===== src/rtl/note_chart_scheduler.sv =====
// Note chart scheduler: replays a loaded chart of {lane, delay} entries as one-cycle
// dropper launch pulses and tallies hit/miss/combo statistics from the lane score pulses.
module note_chart_scheduler #(
    parameter int         NUM_LANES = 4,
    parameter int         DEPTH     = 64,
    parameter int         ADDR_W    = 6,
    parameter int         DELAY_W   = 12,
    parameter int         CNT_W     = 10,
    parameter logic [7:0] START_KEY = 8'h2c,
    parameter logic [7:0] BACK_KEY  = 8'h01,
    localparam int        LANE_W    = $clog2(NUM_LANES)
) (
    input  logic                      frame_clk,
    input  logic                      Reset,
    input  logic [7:0]                keycode,
    input  logic                      wr_en,
    input  logic [ADDR_W-1:0]         wr_addr,
    input  logic [LANE_W+DELAY_W-1:0] wr_data,
    input  logic [ADDR_W:0]           chart_len,
    input  logic [NUM_LANES-1:0]      lane_busy,
    input  logic [NUM_LANES-1:0]      lane_hit,
    input  logic [NUM_LANES-1:0]      lane_miss,
    output logic [NUM_LANES-1:0]      launch,
    output logic [1:0]                run_state,
    output logic [CNT_W-1:0]          hit_count,
    output logic [CNT_W-1:0]          miss_count,
    output logic [CNT_W-1:0]          combo,
    output logic [CNT_W-1:0]          max_combo,
    output logic                      done
);

    typedef enum logic [1:0] {
        S_IDLE  = 2'd0,
        S_RUN   = 2'd1,
        S_DRAIN = 2'd2,
        S_DONE  = 2'd3
    } state_e;

    localparam logic [CNT_W-1:0] CNT_MAX    = {CNT_W{1'b1}};
    localparam logic [1:0]       DRAIN_HOLD = 2'd2;

    logic [LANE_W+DELAY_W-1:0] chart_mem [DEPTH];

    state_e               state_q, state_d;
    logic [ADDR_W-1:0]    idx_q, idx_d;
    logic [DELAY_W-1:0]   cnt_q, cnt_d;
    logic [1:0]           drain_q, drain_d;
    logic [NUM_LANES-1:0] launch_q, launch_d;
    logic [CNT_W-1:0]     hit_q, hit_d;
    logic [CNT_W-1:0]     miss_q, miss_d;
    logic [CNT_W-1:0]     combo_q, combo_d;
    logic [CNT_W-1:0]     max_q, max_d;

    logic [LANE_W+DELAY_W-1:0] cur_entry;
    logic [LANE_W-1:0]         cur_lane;
    logic [DELAY_W-1:0]        cur_delay;
    logic                      last_entry;
    logic [CNT_W:0]            hit_pop, miss_pop;

    function automatic logic [CNT_W:0] popcount(input logic [NUM_LANES-1:0] v);
        logic [CNT_W:0] sum;
        sum = '0;
        for (int i = 0; i < NUM_LANES; i++) begin
            sum = sum + {{CNT_W{1'b0}}, v[i]};
        end
        return sum;
    endfunction

    function automatic logic [CNT_W-1:0] sat_add(input logic [CNT_W-1:0] a,
                                                 input logic [CNT_W:0]   b);
        logic [CNT_W:0] sum;
        sum = {1'b0, a} + b;
        return sum[CNT_W] ? CNT_MAX : sum[CNT_W-1:0];
    endfunction

    // NOTE: chart memory has no reset; a reset must leave the loaded chart replayable.
    always_ff @(posedge frame_clk) begin
        if (wr_en && state_q == S_IDLE) begin
            chart_mem[wr_addr] <= wr_data;
        end
    end

    assign cur_entry  = chart_mem[idx_q];
    assign cur_lane   = cur_entry[LANE_W+DELAY_W-1:DELAY_W];
    assign cur_delay  = cur_entry[DELAY_W-1:0];
    assign last_entry = ({1'b0, idx_q} == chart_len - 1'b1);
    assign hit_pop    = popcount(lane_hit);
    assign miss_pop   = popcount(lane_miss);

    // NOTE: every variable gets its default before the case so no path infers a latch.
    always_comb begin
        state_d  = state_q;
        idx_d    = idx_q;
        cnt_d    = cnt_q;
        drain_d  = drain_q;
        launch_d = '0;
        hit_d    = hit_q;
        miss_d   = miss_q;
        combo_d  = combo_q;
        max_d    = max_q;

        unique case (state_q)
            S_IDLE: begin
                if (keycode == START_KEY && chart_len != '0) begin
                    state_d = S_RUN;
                    idx_d   = '0;
                    cnt_d   = '0;
                    hit_d   = '0;
                    miss_d  = '0;
                    combo_d = '0;
                    max_d   = '0;
                end
            end
            S_RUN: begin
                if (keycode == BACK_KEY) begin
                    state_d = S_IDLE;
                end else if (cnt_q < cur_delay) begin
                    cnt_d = cnt_q + 1'b1;
                end else if (!lane_busy[cur_lane]) begin
                    launch_d[cur_lane] = 1'b1;
                    cnt_d              = '0;
                    if (last_entry) begin
                        state_d = S_DRAIN;
                        drain_d = '0;
                    end else begin
                        idx_d = idx_q + 1'b1;
                    end
                end
            end
            S_DRAIN: begin
                // The last dropper needs a couple of frames before it reports busy.
                if (keycode == BACK_KEY) begin
                    state_d = S_IDLE;
                end else if (drain_q != DRAIN_HOLD) begin
                    drain_d = drain_q + 1'b1;
                end else if (lane_busy == '0) begin
                    state_d = S_DONE;
                end
            end
            S_DONE: begin
                if (keycode == BACK_KEY) begin
                    state_d = S_IDLE;
                end
            end
            default: state_d = S_IDLE;
        endcase

        if (state_q == S_RUN || state_q == S_DRAIN) begin
            hit_d   = sat_add(hit_q, hit_pop);
            miss_d  = sat_add(miss_q, miss_pop);
            combo_d = (lane_miss != '0) ? '0 : sat_add(combo_q, hit_pop);
            max_d   = (combo_d > max_q) ? combo_d : max_q;
        end
    end

    // NOTE: sequential state uses non-blocking assignments only.
    always_ff @(posedge frame_clk or posedge Reset) begin
        if (Reset) begin
            state_q  <= S_IDLE;
            idx_q    <= '0;
            cnt_q    <= '0;
            drain_q  <= '0;
            launch_q <= '0;
            hit_q    <= '0;
            miss_q   <= '0;
            combo_q  <= '0;
            max_q    <= '0;
        end else begin
            state_q  <= state_d;
            idx_q    <= idx_d;
            cnt_q    <= cnt_d;
            drain_q  <= drain_d;
            launch_q <= launch_d;
            hit_q    <= hit_d;
            miss_q   <= miss_d;
            combo_q  <= combo_d;
            max_q    <= max_d;
        end
    end

    assign launch     = launch_q;
    assign run_state  = state_q;
    assign hit_count  = hit_q;
    assign miss_count = miss_q;
    assign combo      = combo_q;
    assign max_combo  = max_q;
    assign done       = (state_q == S_DONE);

endmodule


===== config.mk =====
export PLATFORM = sky130hd
export DESIGN_NAME = note_chart_scheduler
export DESIGN_NICKNAME = d
export VERILOG_FILES = /design/src/rtl/note_chart_scheduler.sv
export SDC_FILE = /design/constraint.sdc
export NUM_CORES = 1
export LEC_CHECK = 0
export ABC_AREA = 1
export CAP_MARGIN = 5
export CORE_ASPECT_RATIO = 0.9
export CORE_MARGIN = 2
export CORE_UTILIZATION = 40
export DETAILED_ROUTE_END_ITERATION = 8
export SLEW_MARGIN = 5
export SYNTH_ARGS = -nofsm -noshare
export SYNTH_HDL_FRONTEND = slang
export SYNTH_SLANG_ARGS = --single-unit

===== constraint.sdc =====
create_clock -name frame_clk -period 5.19 [get_ports frame_clk]
set_input_delay 0.519 -clock frame_clk [delete_from_list [all_inputs] [get_ports frame_clk]]
set_output_delay 0.519 -clock frame_clk [all_outputs]
set_load 0.02 [all_outputs]

==> impl_summary.log, run 1 <==
INFO  metric status = complete, no violations
INFO  metric maxSlewHeadroom = 0.361
INFO  metric root_buffer_cell = sky130_fd_sc_hd__clkbuf_16
INFO  metric worstSetupPathType = input port to register
INFO  metric ys_seq_area_frac = 0.714
INFO  metric syn_to_final_growth = 15.2%
INFO  metric track_usage = 0.215
INFO  metric crit_path_top_delay_cell = sky130_fd_sc_hd__fa_1
INFO  metric timing.critical_path.from_type = input port
INFO  metric async_flop_share = 0.0686
INFO  metric average_detailed_routed_wire_length_per_instance = approximately 23 microns
INFO  metric antenna_found_initial = 2
INFO  metric cp_top_family = adder cells
INFO  metric rows = 110
INFO  metric h_tree_lvls = 3
INFO  metric vias = 27100
INFO  metric die_w = 337 microns
INFO  metric syn-cell-area = approximately 0.04 sq mm
INFO  metric drt-pass1-iter-count = 5
INFO  metric grt_setup_unrepaired = no
INFO  metric grt.overflow.total = 0
INFO  metric finalNonFillerCells = approximately 4900
INFO  metric grt_use_met2 = 0.317
INFO  metric most_crowded_layer_gr = met1
INFO  metric vdd.ir_drop.worst = 0.000303 V
INFO  metric tritoncts = built
INFO  metric synthCells = 3293
INFO  metric drive_gt1_frac = 0.0965
INFO  metric drt-vias-per-instance = roughly 5.6
INFO  metric placement.io_buffers = 96
INFO  metric global_route.usage.met3 = 0.0487
INFO  metric routabilityCongestion = 0.862
INFO  metric synth_flop_cell = sky130_fd_sc_hd__edfxtp_1
INFO  metric synth.yosys.warnings = 0
INFO  metric clk_pin_slew = 0.06 ns
INFO  metric synth.net_count = about 3400
INFO  metric drt_iter0_markers = between 3000 and 4000
INFO  metric design.die.area = 0.103 sq mm
INFO  metric register_area = roughly 0.029 sq mm
INFO  metric post_cts_setup_buffers = 0
INFO  metric clock_path_buffers = 3
INFO  metric post_synth_edffs = ~900
INFO  metric max_slew.worst_pin.slew = 0.952 ns
INFO  metric worst-path-max-fanout = 9
INFO  metric final-max-slew-violation-count = 0
INFO  metric cts_repair_resize_count = 0
INFO  metric final.fill_count = ~8900
INFO  metric via_count_of_the_first_global_routing_pass = 25500
INFO  metric power_density = 464 mW/mm^2
INFO  metric worst_hold_path_type = input port to asynchronous set/reset pin
INFO  metric count_of_cell_types_in_the_netlist = 50
INFO  metric cellLeakagePower = approximately 16 nW
INFO  metric clk_latency = 0.68 ns
INFO  metric cts-hold-fix-buffers = 0
INFO  metric chipHeight = roughly 300 microns
INFO  metric grt_util_met1 = 0.323
INFO  metric drc_errors_left = 0
INFO  metric layout_worst_path_cycle_share = 0.866
INFO  metric routed_wl = 112 mm
INFO  metric time_the_worst_path_needs_with_i_o_delays_and_setup = 4.50 ns
INFO  metric crit_path_end_kind = register
INFO  metric crit_arrival = around 5 ns
INFO  metric worstPathRequired = about 5.7 ns
INFO  metric synth-seq-cells = ~960
INFO  metric maxCapViolations = 0
INFO  metric starting_density_of_the_core = 0.402
INFO  metric area_taken_by_multi_input_logic_gates = around 0.01 sq mm
INFO  metric hpwl = about 63 mm
INFO  metric fin_skew = 0.0308 ns
INFO  metric timing_hold_violations_final = 0
INFO  metric numCtsBuffers = 100
INFO  metric timing.fmax = 0.222 GHz
INFO  metric cp_slowest_stage_delay = 0.49 ns
INFO  metric timing.final.setup_violations = 0
INFO  metric final_net_count = roughly 3500
INFO  metric numPlacedInstances = around 4700
INFO  metric post_synthesis_average_cell_area = roughly 12 sq um
INFO  metric fin_setup_tns = 0 ns
INFO  metric grt_max_degree = 156
INFO  metric clock_sink_count = 962
INFO  metric route.antenna.remaining_nets = 0
INFO  metric floorplan.io_pins = 97
INFO  metric core_area = 0.0996 sq mm
INFO  metric critPathBufInv = 6
INFO  metric grt_first_pass_wirelength = 166 mm
## cells in the mapped netlist (20+ instances only)
| cell | n | share of area |
|---|---|---|
| sky130_fd_sc_hd__nand2_1 | 255 | 0.024 |
| sky130_fd_sc_hd__o21ai_1 | 54 | 0.0068 |
| sky130_fd_sc_hd__dfrtp_1 | 66 | 0.041 |
| sky130_fd_sc_hd__a21oi_1 | 29 | 0.0036 |
| sky130_fd_sc_hd__inv_1 | 113 | 0.011 |
| sky130_fd_sc_hd__nor2_1 | 614 | 0.058 |
| sky130_fd_sc_hd__o22ai_1 | 244 | 0.038 |
| sky130_fd_sc_hd__clkbuf_1 | 123 | 0.012 |
| sky130_fd_sc_hd__ha_1 | 39 | 0.012 |
| sky130_fd_sc_hd__nand4_1 | 20 | 0.0031 |
| sky130_fd_sc_hd__edfxtp_1 | 896 | 0.67 |
| sky130_fd_sc_hd__nand3_1 | 110 | 0.014 |
| sky130_fd_sc_hd__buf_2 | 51 | 0.0064 |
| sky130_fd_sc_hd__o221ai_1 | 24 | 0.0053 |
| sky130_fd_sc_hd__o21ai_0 | 501 | 0.063 |
## metal layers
metal,share of wire,up-vias
met5,0,-
met4,0.023,0
met3,0.092,169
met2,0.44,1107
met1,0.45,13500
li1,-,12300
## power by group
| part | switching (W) | internal, W |
|---|---|---|
| registers | 0.000173 | 0.00861 |
| logic | 0.00390 | 0.00167 |
| clock network | 0.00298 | 0.00408 |
| total | 0.00705 | 0.0144 |
## logic make-up (layout without fill, tap and decap cells)
| kind of cell | Yosys count | after routing | synth area share |
|---|---|---|---|
| adder cells (fa/ha/maj) | 45 | 45 | 0.0152 |
| AO/OA/AOI/OAI | 892 | 892 | 0.124 |
| AND/OR/NAND/NOR | 1052 | 1052 | 0.107 |
| XOR/XNOR | 19 | 19 | 0.00416 |
| other | 0 | 3 | 0 |
| buffers and inverters | 323 | 542 | 0.0356 |
| flip-flops | 962 | 962 | 0.714 |
## metrics by stage
| step | utilization | setup WS (ns) | cell area, sq um | hold WS [ns] | total power, W |
|---|---|---|---|---|---|
| 2_1_floorplan | - | 0.740 | 40000 | 0.453 | 0.0124 |
| 3_3_place_gp | 0.431 | 0.154 | 42900 | 0.471 | 0.0144 |
| 3_5_place_dp | 0.431 | 0.0937 | 42900 | 0.479 | 0.0145 |
| 4_1_cts | 0.463 | 0.754 | 46100 | 0.379 | 0.0215 |
| 5_1_grt | 0.463 | 0.298 | 46100 | 0.434 | 0.0223 |
| 6_report | 0.463 | 0.695 | 46100 | 0.370 | 0.0214 |
## layout by cell type, fill, tap and decap left out, drive strengths merged, types with 41 or more instances in the layout
cell type and count:
nor2 615, nand2 268, buf 157, edfxtp 896, dfrtp 66, clkinv 41
o21ai 561, clkdlybuf4s50 82, inv 119, nand3 112, clkbuf 131, o22ai 244
## flip-flops by register name, summed over array words and instances, names as in the netlist
name	flops
chart_mem	896
cnt_q	12
combo	10
hit_count	10
max_combo	10
miss_count	10
idx_q	6
launch	4
drain_q	2
run_state	2
## area by class of cell
cell class | instances | area share
Antenna cell | 3 | 0.000163
Clock inverter | 53 | 0.0107
Inverter | 119 | 0.0101
Tap cell | 1344 | 0.0365
Clock buffer | 131 | 0.0582
Sequential cell | 962 | 0.620
Timing Repair Buffer | 239 | 0.0461
Multi-Input combinational cell | 2008 | 0.219
## final timing paths
check / from / endpoint / slack, ns / depth (start not counted)
setup / recovery: lane_hit[0] / max_combo[4]$_DFFE_PP0P_ / 0.69 / 25
hold / removal: Reset / hit_count[9]$_DFFE_PP0P_ / 0.37 / 2
setup reg to reg: idx_q[1]$_DFFE_PP0P_ / cnt_q[2]$_DFFE_PP0P_ / 0.82 / 19
hold reg to reg: drain_q[0]$_DFFE_PP0P_ / drain_q[0]$_DFFE_PP0P_ / 0.50 / 2
max in group asynchronous: Reset / idx_q[1]$_DFFE_PP0P_ / 3.84 / 3
min in group frame_clk: drain_q[0]$_DFFE_PP0P_ / drain_q[0]$_DFFE_PP0P_ / 0.50 / 2
No activity file was read; power rests on OpenSTA's default activity.
==> run 2, diff against run 1 <==
TNS_END_PERCENT = 1   (was default)
==> results of run 2 <==
Same layout as run 1: the final DEF is identical, and so are final timing and power.
